## src/rtl/cpu_pkg.sv

```systemverilog
// rtl/cpu_pkg.sv - shared datapath widths and MEM/WB control bundle for the five-stage core
package cpu_pkg;

  localparam int XLEN = 32;
  localparam int RA_W = 5;

  // MEM/WB control bits carried from ID/EX through EX/MEM
  typedef struct packed {
    logic reg_write;
    logic mem_to_reg;
    logic mem_read;
    logic mem_write;
  } memwb_ctrl_t;

  // A bubble carries no side effects: no register write, no memory access
  localparam memwb_ctrl_t CTRL_BUBBLE = '0;

  // Writes to x0 are architecturally discarded, so never store them as writes
  function automatic memwb_ctrl_t suppress_x0(input memwb_ctrl_t ctrl, input logic rd_is_zero);
    memwb_ctrl_t res;
    res = ctrl;
    if (rd_is_zero) begin
      res.reg_write = 1'b0;
    end
    return res;
  endfunction

endpackage

```

## src/rtl/stall_counter.sv

```systemverilog
// rtl/stall_counter.sv - free-running 32-bit count of data cache stall cycles
module stall_counter (
  input  logic        clk_i,
  input  logic        rst_i,
  input  logic        en_i,
  output logic [31:0] count_o
);

  // Count every stalled cycle; natural wrap from all-ones back to zero
  always_ff @(posedge clk_i) begin
    if (rst_i) begin
      count_o <= 32'd0;
    end else if (en_i) begin
      count_o <= count_o + 32'd1;
    end
  end

endmodule

```

## src/rtl/ex_mem_reg.sv

```systemverilog
// rtl/ex_mem_reg.sv - EX/MEM pipeline register with stall hold, deferred flush and forwarding taps; optional stall counter under EX_MEM_STALL_CNT_EN
module ex_mem_reg #(
  parameter int XLEN = cpu_pkg::XLEN,
  parameter int RA_W = cpu_pkg::RA_W
) (
  input  logic            clk_i,
  input  logic            rst_i,
  input  logic            Valid_i,
  input  logic [XLEN-1:0] ALUResult_i,
  input  logic [XLEN-1:0] MemData_i,
  input  logic [RA_W-1:0] RdAddr_i,
  input  logic            RegWrite_i,
  input  logic            MemtoReg_i,
  input  logic            MemRead_i,
  input  logic            MemWrite_i,
  input  logic            Stall_i,
  input  logic            Flush_i,
  output logic            Valid_o,
  output logic [XLEN-1:0] ALUResult_o,
  output logic [XLEN-1:0] MemData_o,
  output logic [RA_W-1:0] RdAddr_o,
  output logic            RegWrite_o,
  output logic            MemtoReg_o,
  output logic            MemRead_o,
  output logic            MemWrite_o,
  output logic            MemReq_o,
`ifdef EX_MEM_STALL_CNT_EN
  output logic            FwdEn_o,
  output logic [31:0]     StallCnt_o
`else
  output logic            FwdEn_o
`endif
);

  import cpu_pkg::*;

  logic            valid_q;
  logic [XLEN-1:0] alu_q;
  logic [XLEN-1:0] mem_data_q;
  logic [RA_W-1:0] rd_q;
  memwb_ctrl_t     ctrl_q;
  memwb_ctrl_t     ctrl_in;
  memwb_ctrl_t     ctrl_live;
  logic            flush_pending_q;

  assign ctrl_in = suppress_x0('{reg_write:  RegWrite_i,
                                 mem_to_reg: MemtoReg_i,
                                 mem_read:   MemRead_i,
                                 mem_write:  MemWrite_i},
                               (RdAddr_i == '0));

  // Reset, then stall hold (remembering any flush), then bubble on flush, else capture EX
  always_ff @(posedge clk_i) begin
    if (rst_i) begin
      valid_q         <= 1'b0;
      alu_q           <= '0;
      mem_data_q      <= '0;
      rd_q            <= '0;
      ctrl_q          <= CTRL_BUBBLE;
      flush_pending_q <= 1'b0;
    end else if (Stall_i) begin
      if (Flush_i) begin
        flush_pending_q <= 1'b1;
      end
    end else if (Flush_i || flush_pending_q) begin
      valid_q         <= 1'b0;
      ctrl_q          <= CTRL_BUBBLE;
      flush_pending_q <= 1'b0;
    end else begin
      valid_q    <= Valid_i;
      alu_q      <= ALUResult_i;
      mem_data_q <= MemData_i;
      rd_q       <= RdAddr_i;
      ctrl_q     <= ctrl_in;
    end
  end

  // An invalid entry must never request memory or write a register
  assign ctrl_live   = valid_q ? ctrl_q : CTRL_BUBBLE;

  assign Valid_o     = valid_q;
  assign ALUResult_o = alu_q;
  assign MemData_o   = mem_data_q;
  assign RdAddr_o    = rd_q;
  assign RegWrite_o  = ctrl_live.reg_write;
  assign MemtoReg_o  = ctrl_live.mem_to_reg;
  assign MemRead_o   = ctrl_live.mem_read;
  assign MemWrite_o  = ctrl_live.mem_write;

  // Both taps depend only on registered state, so a stall keeps them stable
  assign MemReq_o    = ctrl_live.mem_read | ctrl_live.mem_write;
  assign FwdEn_o     = ctrl_live.reg_write & ~ctrl_live.mem_to_reg;

`ifdef EX_MEM_STALL_CNT_EN
  stall_counter u_stall_counter (
    .clk_i   (clk_i),
    .rst_i   (rst_i),
    .en_i    (Stall_i),
    .count_o (StallCnt_o)
  );
`endif

endmodule

```

## config.mk

```make
export PLATFORM = sky130hd
export DESIGN_NAME = ex_mem_reg
export DESIGN_NICKNAME = d
export VERILOG_FILES = /design/src/rtl/cpu_pkg.sv /design/src/rtl/stall_counter.sv /design/src/rtl/ex_mem_reg.sv
export SDC_FILE = /design/constraint.sdc
export NUM_CORES = 1
export LEC_CHECK = 0
export ABC_AREA = 1
export CORE_MARGIN = 5
export CORE_UTILIZATION = 35
export DETAILED_ROUTE_END_ITERATION = 8
export PLACE_DENSITY = 0.7
export SYNTH_ARGS = -nofsm -noshare
export SYNTH_HDL_FRONTEND = slang
export SYNTH_HIERARCHICAL = 1
export SYNTH_SLANG_ARGS = --single-unit
```

## constraint.sdc

```tcl
create_clock -name clk_i -period 3.2 [get_ports clk_i]
set_input_delay 0.64 -clock clk_i [delete_from_list [all_inputs] [get_ports clk_i]]
set_output_delay 0.64 -clock clk_i [all_outputs]
set_load 0.05 [all_outputs]
```

Yosys cells after proc, flatten, opt, wreduce, memory -nomap -nowiden --
Index checks and enable logic that the tools add are counted.
Operators by class: eq/ne operators 1, multiplexer cells 7, bitwise operators 5, reductions and logical operators 5
Operators by type and width (number):
- 2-to-1 mux 4 bit | 2
- logical NOT 5 bit | 1
- 2-to-1 mux 1 bit | 5
- AND reduction 2 bit | 2
- inverter 1 bit | 3
- inequality test 2 x 1 -> 1 bit, second input constant | 1
- nonzero test 2 bit | 1
- AND 1 bit | 1
- logical OR 1 bit | 1
- bitwise OR 1 bit | 1
Storage, ports and cells: bits in registers 75, logic and storage cells 27

Depth between registers and ports, before layout --
Gate-level depths: netlist (run 1).
depth after elaboration 3, mapped depth 6, depth with buffers taken out 5

Worst setup path before layout (run 1) --
Ideal clock, no wire load.
kind reg-to-output, start point reg valid_q (netlist: Valid_o), end point out FwdEn_o, data arrival time 1.477 ns, path slack 1.083 ns, stages on the path, launching flop included 3, path buffers 0, cells stage by stage dfxtp_1 nand2_1 nor2_1
On the way: word-level cells in the longest chain between the ends 3
Ends and longest elaborated chain:
- from (decl) | RTL line ex_mem_reg.sv:37 | logic valid_q;
- from (signal assigned) | RTL line ex_mem_reg.sv:70 | valid_q <= Valid_i;
- 2-to-1 mux 4 bit (*) | RTL line ex_mem_reg.sv:79 | assign ctrl_live = valid_q ? ctrl_q : CTRL_BUBBLE;
- inverter 1 bit | RTL line ex_mem_reg.sv:92 | assign FwdEn_o = ctrl_live.reg_write & ~ctrl_live.mem_to_reg;
- AND 1 bit (*) | RTL line ex_mem_reg.sv:92
- to (decl) | RTL line ex_mem_reg.sv:31 | output logic FwdEn_o
Mark *: on every way between the ends. The rest lies on a longest branch, timed or not.

Worst setup path after layout (run 1) --
Same ends and word-level chain as after synthesis.

==> results of run 1 <==
==> critical path, stage by stage, from the launching register on <==
cell	delay, ns
dfxtp_1	0.43
nand2_1	0.11
nor2_1	0.10
clkdlybuf4s50_1	0.81
==> flip-flops by register name, summed over array words and instances (netlist names) <==
signal	flops
ALUResult_o	32
MemData_o	32
RdAddr_o	5
ctrl_q	4
Valid_o	1
flush_pending_q	1
==> synthesized netlist by cell type (all sizes together) <==
cell type	number	share of area
clkbuf	4	0.0046
buf	34	0.061
nor3	1	0.0015
nand2	87	0.10
dfxtp	75	0.46
nand3	2	0.0031
nor2	75	0.089
a21oi	69	0.11
nand3b	68	0.16
inv	7	0.0081
o21ai	4	0.0062
==> routing by layer <==
layer,part of all wire,wire length [um],track usage
met2,0.47,4172,0.2412
met5,0,0,0
met1,0.44,3952,0.1890
met4,0.016,143,0.05828
met3,0.077,686,0.04918
==> cell type report <==
type	count	share of cell area
clock inverters	5	0.01578
inverters	7	0.005760
repair buffers	159	0.3231
well taps	111	0.02780
clock buffers	10	0.02554
multi-input cells	306	0.3015
flip-flops and latches	75	0.3005
==> cell families (layout without fill, tap and decap cells) <==
group | Yosys count | in the layout
and+or+nand+nor | 233 | 233
DFF | 75 | 75
AOI/OAI and AO/OA | 73 | 73
buffers and inverters | 45 | 181
==> worst max-delay path by stage <==
stage / from / end / slack [ns]
final: Valid_o$_SDFFE_PP0N_ / FwdEn_o / 0.78
after global routing: Valid_o$_SDFFE_PP0N_ / FwdEn_o / 0.70
after CTS: Valid_o$_SDFFE_PP0N_ / FwdEn_o / 0.75
after detailed placement: rst_i / MemData_o[30]$_SDFFE_PP0P_ / 0.92
after global placement: rst_i / ALUResult_o[2]$_SDFFE_PP0P_ / 0.97
after floorplan: Valid_o$_SDFFE_PP0N_ / FwdEn_o / 1.08
==> power by group <==
part	total [mW]	internal (mW)	switching [mW]
combinational	0.637	0.260	0.377
sequential	1.03	0.995	0.0329
clock	0.771	0.434	0.337
total	2.44	1.69	0.748
==> metrics by stage <==
step                setup slack (ns)  hold WS (ns)  utilization  power (mW)  instance area (um2)
finish                        0.7816        0.4606       0.5459       2.437                 4996
global route                  0.6978        0.4792       0.5459       2.543                 4996
CTS                           0.7463        0.4578       0.5459       2.463                 4996
detailed placement            0.9192        0.4446       0.5233       1.690                 4790
global placement              0.9736        0.4414       0.5233       1.683                 4790
floorplan                      1.083        0.4257            -       1.449                 3247
==> metrics.txt, run 1 <==
Min-Delay Path Class=register to register; die area=11,300 um2; Syn Std Cell Area=3247 um2; GR Overflow Total=0; hold path startpoint=ctrl_q[3]$_SDFFE_PP0N_; IO Count=154; ant diodes=0; compound-cell area share of the yosys netlist=0.1125; Die W=106.3 um; R2R Setup Slk=1.67 ns; most frequent cells in the layout=clkdlybuf4s50_1 (153), nand2_1 (87), dfxtp_1 (75); reg2reg start=flush_pending_q$_SDFFE_PP0P_; mux cell area share after synthesis=0; Vias/cell=4.694; Final Setup Violations=0; Reg clk slew, reported paths=0.08 ns; Setup TNS Final=0 ns; critical path arrival=1.78 ns; Slew @ Worst Pin=0.7026 ns; Worst Setup End Kind=primary output; Routability Congestion=0.7807; max-cap violations=0; Initial Utilization=0.3548; synthesis warning total=6; post-CTS sizing=0; layout cell share with drive strength beyond 1=0.04093; minimum clock period=2.418 ns; CTS tree=done; multi-input logic area=1506 um2; Required @ worst endpoint=2.56 ns; total CTS buffers=9; flops & latches, synth=75; max_slew headroom=0.5309; first-pass GRT wire length=14,080 um; CTS Buffer Depth=2; core area=9153 um2; first-pass iteration count of the detailed router=4; nets@finish=636; Crit Path Max Fanout=6; detailed placer's ending HPWL=6198 um; Tot GR Track Use=0.1511; crit start category=register; status=finished, final reports clean; largest family of logic cells by synthesized area=simple AND/OR/NAND/NOR gates; root buf cell=clkbuf_8; CTS Hold Buffers Added=0; CTS H-Tree Depth=3; Max IR drop VDD=0.0002349 V; IO Port Bufs=153; Fmax=413.5 MHz; PD cells=487.7 nW/um2; post-route ant nets=0; flip-flop and latch area=1501 um2; # fillers=860; die height=106.3 um; hold path depth=2; clk_skew=0.009569 ns; RSZ-0062 raised after global routing=no; XOR/XNOR Fraction of Synth Area=0; Adder-Cell Fraction of Synth Area=0; CTS sink count=75; largest net degree at the start of global routing=69; final cell count without fillers=673; post-synthesis area per instance=7.622 um2; Pleak=1.991 nW; R2R cell count=5; commonest non-fill, non-tap cell in the layout=clkdlybuf4s50_1; postcts setup bufs=0; Fin. Hold Viols=0; WL/cell=13.31 um; FF-to-FF End=MemData_o[17]$_SDFFE_PP0P_; Worst Hold End=ctrl_q[3]$_SDFFE_PP0N_; Synth Area in Simple Gates=0.3514; Tcrit/Tclk final=0.7557; clk_lat worst skew=0.33 ns; Initial DRC Count=120; area grow syn2layout=53.87%; WS Path Type=register to primary output; max-slew violation count=0; Mapped Cells=426; sequential area share after synthesis=0.4624; vias in the first global route=2,938; Routed WL=8955 um; vias=3,159; placed cells=658; initial antenna violation count=0; # DRC=0; syn nets=504; Netlist cell types=16; row count=35
Power figures use the tool's default switching activity.
==> run 2: changes to the inputs <==
- PLACE_DENSITY: 0.7 -> 0.73
- clock period: 3.2 -> 2 ns (I/O delays scaled with it)
==> metrics.txt, run 2 (synthesis gave the netlist of run 1 again) <==
Routability Congestion=0.8128; vias=3,207; max-cap violations=0; total power=3.973 mW; first-pass GRT wire length=14,690 um; Vias/cell=4.744; detailed placer's ending HPWL=6315 um; CTS Buffer Depth=2; Crit Path Max Fanout=2; die area=11,300 um2; Setup TNS Final=0 ns; max-slew violation count=0; Worst Setup End Kind=primary output; area grow syn2layout=55.14%; final cell count without fillers=676; critical path arrival=1.51 ns; first-pass iteration count of the detailed router=7; largest net degree at the start of global routing=76; CP delay by family, top=buffers and inverters; PD cells=788.7 nW/um2; WL/cell=13.31 um; FF-to-FF End=ctrl_q[3]$_SDFFE_PP0N_; CTS sink count=75; WS Path Type=register to primary output; CP startpoint=MemData_o[7]$_SDFFE_PP0P_; layout cell share with drive strength beyond 1=0.06018; die height=106.3 um; CTS H-Tree Depth=3; Slew @ Worst Pin=0.5328 ns; R2R cell count=6; minimum clock period=1.909 ns; # DRC=0; Routed WL=8998 um; nets@finish=638; postcts setup bufs=0; ant diodes=0; max_slew headroom=0.6437; IO Port Bufs=153; Tot GR Track Use=0.1568; worst path bufs/invs=1; Final Cell Area=5037 um2; Fin. Hold Viols=0; Fin Hold WS=0.4710 ns; Final Setup Violations=0; Tcrit/Tclk final=0.9546; CTS Hold Buffers Added=0; Required @ worst endpoint=1.60 ns; commonest non-fill, non-tap cell in the layout=clkdlybuf4s50_1; reg2reg start=flush_pending_q$_SDFFE_PP0P_; Fmax=523.8 MHz; Die W=106.3 um; vias in the first global route=3,068; flip-flop and latch area=1501 um2; crit-path cells=clkdlybuf4s50_1; slowest CP cell=clkdlybuf4s50_1; row count=35; GR Overflow Total=0; # fillers=843; IO Count=154; crit start category=register; final core occ=0.5504; core area=9153 um2; total CTS buffers=9; R2R Setup Slk=0.72 ns; Initial DRC Count=107; RSZ-0062 raised after global routing=no; Crit path depth=1; Max IR drop VDD=0.0002879 V; most frequent cells in the layout=clkdlybuf4s50_1 (145), nand2_1 (87), dfxtp_1 (75); Reg clk slew, reported paths=0.08 ns; clk_lat worst skew=0.33 ns; final worst setup slack=0.09071 ns; area of placed instances=4810 um2; CTS tree=done; placed cells=660; initial antenna violation count=0; pre-CTS setup slack=0.2426 ns; clk_skew=0.01185 ns; Pleak=2.033 nW; Initial Utilization=0.3548; multi-input logic area=1506 um2; root buf cell=clkbuf_8; worst setup path endpoint=MemData_o[7]; Critical Path Max Stage Delay=0.81 ns; post-CTS sizing=0; Min-Delay Path Class=register to register; post-route ant nets=0; status=finished, final reports clean
## run 2: cell count changes in the layout (fill, tap and decap cells not counted)
cell             before  now
buf_12                3    5
buf_4                 3   11
clkbuf_8              9   11
clkdlybuf4s50_1     153  145
clkinv_2              2    1
clkinv_4              1    0
clkinvlp_4            0    1
## run 2: power breakdown
group          leakage, nW  total (mW)  switching [mW]  internal (mW)
Clock                0.113        1.30           0.529          0.770
Sequential           0.617        1.65          0.0550           1.59
Combinational         1.30        1.03           0.604          0.422
Total                 2.03        3.97            1.19           2.78
## run 2: tightest hold or removal path, stage by stage (launching register included)
cell and delay (ns):
dfxtp_1 0.33, nand2_1 0.06, nand2_1 0.04
## run 2: layout make-up
| cell class | instances | area share |
|---|---|---|
| Clock buffer | 12 | 0.03080 |
| Clock inverter | 4 | 0.01441 |
| Inverter | 7 | 0.005713 |
| Multi-Input combinational cell | 306 | 0.2991 |
| Sequential cell | 75 | 0.2981 |
| Tap cell | 111 | 0.02757 |
| Timing Repair Buffer | 161 | 0.3244 |
## run 2: worst min-delay path by stage
stage          depth (start not counted)                   start                      to  slack [ns]
6_report                               2  ctrl_q[3]$_SDFFE_PP0N_  ctrl_q[3]$_SDFFE_PP0N_        0.47
5_1_grt                                2  ctrl_q[3]$_SDFFE_PP0N_  ctrl_q[3]$_SDFFE_PP0N_        0.48
2_1_floorplan                          2  ctrl_q[3]$_SDFFE_PP0N_  ctrl_q[3]$_SDFFE_PP0N_        0.43
4_1_cts                                2  ctrl_q[3]$_SDFFE_PP0N_  ctrl_q[3]$_SDFFE_PP0N_        0.47
3_5_place_dp                           2  ctrl_q[3]$_SDFFE_PP0N_  ctrl_q[3]$_SDFFE_PP0N_        0.45
3_3_place_gp                           2  ctrl_q[0]$_SDFFE_PP0N_  ctrl_q[0]$_SDFFE_PP0N_        0.46
## run 2: per-layer routing
metal | global-route usage | share of wire | wire, um | up-vias
li1 | - | - | - | 1657
met4 | 0.05088 | 0.014 | 128 | 0
met2 | 0.2729 | 0.50 | 4523 | 93
met1 | 0.1868 | 0.42 | 3762 | 1446
met3 | 0.04189 | 0.065 | 584 | 11
met5 | 0 | 0 | 0 | -
==> run 3: changes to the inputs <==
- CORE_ASPECT_RATIO: unset -> 1.4
- PLACE_DENSITY: 0.73 -> 0.85
- clock period: 2 -> 1.7 ns (I/O delays scaled with it)
==> metrics.txt, run 3 (synthesis gave the netlist of run 1 again) <==
Tot GR Track Use=0.1510; Psw=1.453 mW; Worst Setup End Kind=primary output; total CTS buffers=9; slowest CP cell=dfxtp_1; Slew @ Worst Pin=0.3021 ns; row count=41; Max IR drop VDD=0.0008286 V; CTS tree=done; # DRC=0; max_slew headroom=0.7978; most frequent cells in the layout=nand2_1 (87), clkdlybuf4s50_1 (77), dfxtp_1 (75); first-pass iteration count of the detailed router=7; Final Setup Violations=0; power share of the sequential group=0.391; layout cell share with drive strength beyond 1=0.1776; Initial DRC Count=150; Fin. Hold Viols=0; Fin Hold WS=0.4632 ns; initial antenna violation count=0; Vias/cell=4.836; Reg clk slew, reported paths=0.06 ns; WS Path Type=register to primary output; Tcrit/Tclk final=0.8810; Initial Utilization=0.3596; clk_lat worst skew=0.32 ns; PD cells=991.8 nW/um2; Setup TNS Final=0 ns; minimum clock period=1.498 ns; CTS H-Tree Depth=3; max-slew violation count=0; crit start category=register; status=finished, final reports clean; CTS Hold Buffers Added=0; root buf cell=clkbuf_16; ant diodes=0; Routability Congestion=0.8561; die height=124.0 um; Die W=91.40 um; WL/cell=13.18 um; first-pass GRT wire length=14,120 um; Crit Path Max Fanout=6; Sw Ratio=0.2926; clock share of power=0.372; Required @ worst endpoint=1.36 ns; Pleak=2.187 nW; Min-Delay Path Class=register to register; RSZ-0062 raised after global routing=no; max-cap violations=0; internal power=3.512 mW; detailed placer's ending HPWL=6423 um; crit-path cells=nand2_1 -> nor2_2 -> buf_12; GR Overflow Total=0; CTS sink count=75; Logic pwr share=0.236; Routed WL=8833 um; nets@finish=636; vias=3,240; post-CTS sizing=0; postcts setup bufs=0; IO Port Bufs=153; commonest non-fill, non-tap cell in the layout=nand2_1; Critical Path Max Stage Delay=0.42 ns; die area=11,330 um2; clk_skew=0.006284 ns; post-route ant nets=0; CTS Buffer Depth=2; area grow syn2layout=54.18%; IO Count=154; Fmax=667.7 MHz; vias in the first global route=3,028; largest net degree at the start of global routing=76; core area=9029 um2; critical path arrival=1.16 ns
==> run 3: changes by cell type in the layout (fill, tap and decap cells not counted), sizes merged <==
| cell | before | now |
|---|---|---|
| buf | 16 | 82 |
| bufinv | 2 | 1 |
| clkdlybuf4s50 | 145 | 77 |
| clkinvlp | 1 | 2 |
==> run 3: critical path, delay by kind of cell (launching register included) <==
family,cells,cell delay (ns)
flip-flops,1,0.42
AND/OR/NAND/NOR,2,0.26
buffers and inverters,1,0.15
==> run 3: cell type report <==
cell class,count,area (um2)
fillers,843,4023
repair buffers,159,1536
multi-input cells,306,1509
flip-flops and latches,75,1501
clock buffers,12,246.5
well taps,107,133.9
clock inverters,4,50.05
inverters,7,28.78
==> run 3: final timing paths <==
path	startpoint	end	slack [ns]	depth (start not counted)
worst max-delay path	Valid_o$_SDFFE_PP0N_	FwdEn_o	0.20	3
worst min-delay path	ctrl_q[0]$_SDFFE_PP0N_	ctrl_q[0]$_SDFFE_PP0N_	0.46	2
worst max register to register	flush_pending_q$_SDFFE_PP0P_	ctrl_q[3]$_SDFFE_PP0N_	0.49	6
worst min register to register	ctrl_q[0]$_SDFFE_PP0N_	ctrl_q[0]$_SDFFE_PP0N_	0.46	2
==> run 3: metrics by stage <==
step | power (mW) | cells | area, um2 | util | setup WS, ns
final | 4.965 | 670 | 5006 | 0.5545 | 0.2024
after global routing | 5.205 | 670 | 5006 | 0.5545 | 0.1167
after CTS | 5.033 | 670 | 5006 | 0.5545 | 0.1854
after detailed placement | 3.161 | 654 | 4710 | 0.5216 | 0.02594
after global placement | 3.137 | 654 | 4710 | 0.5216 | 0.04554
after floorplan | 2.728 | 426 | 3249 | - | 0.08798
==> run 3: per-layer routing <==
layer / wire length, um / up-vias / track usage
met5: 0 / - / 0
met4: 175 / 0 / 0.06147
met3: 807 / 15 / 0.06284
met2: 4367 / 103 / 0.2558
met1: 3482 / 1467 / 0.1668
li1: - / 1655 / -
==> run 3: power groups by stage <==
stage | sequential, mW | clock (mW) | combinational, mW
global placement | 1.98 | 0 | 1.16
finish | 1.94 | 1.85 | 1.17
floorplan | 2.36 | 0 | 0.370
detailed placement | 1.98 | 0 | 1.18
CTS | 1.94 | 1.91 | 1.18
global route | 1.96 | 1.99 | 1.25
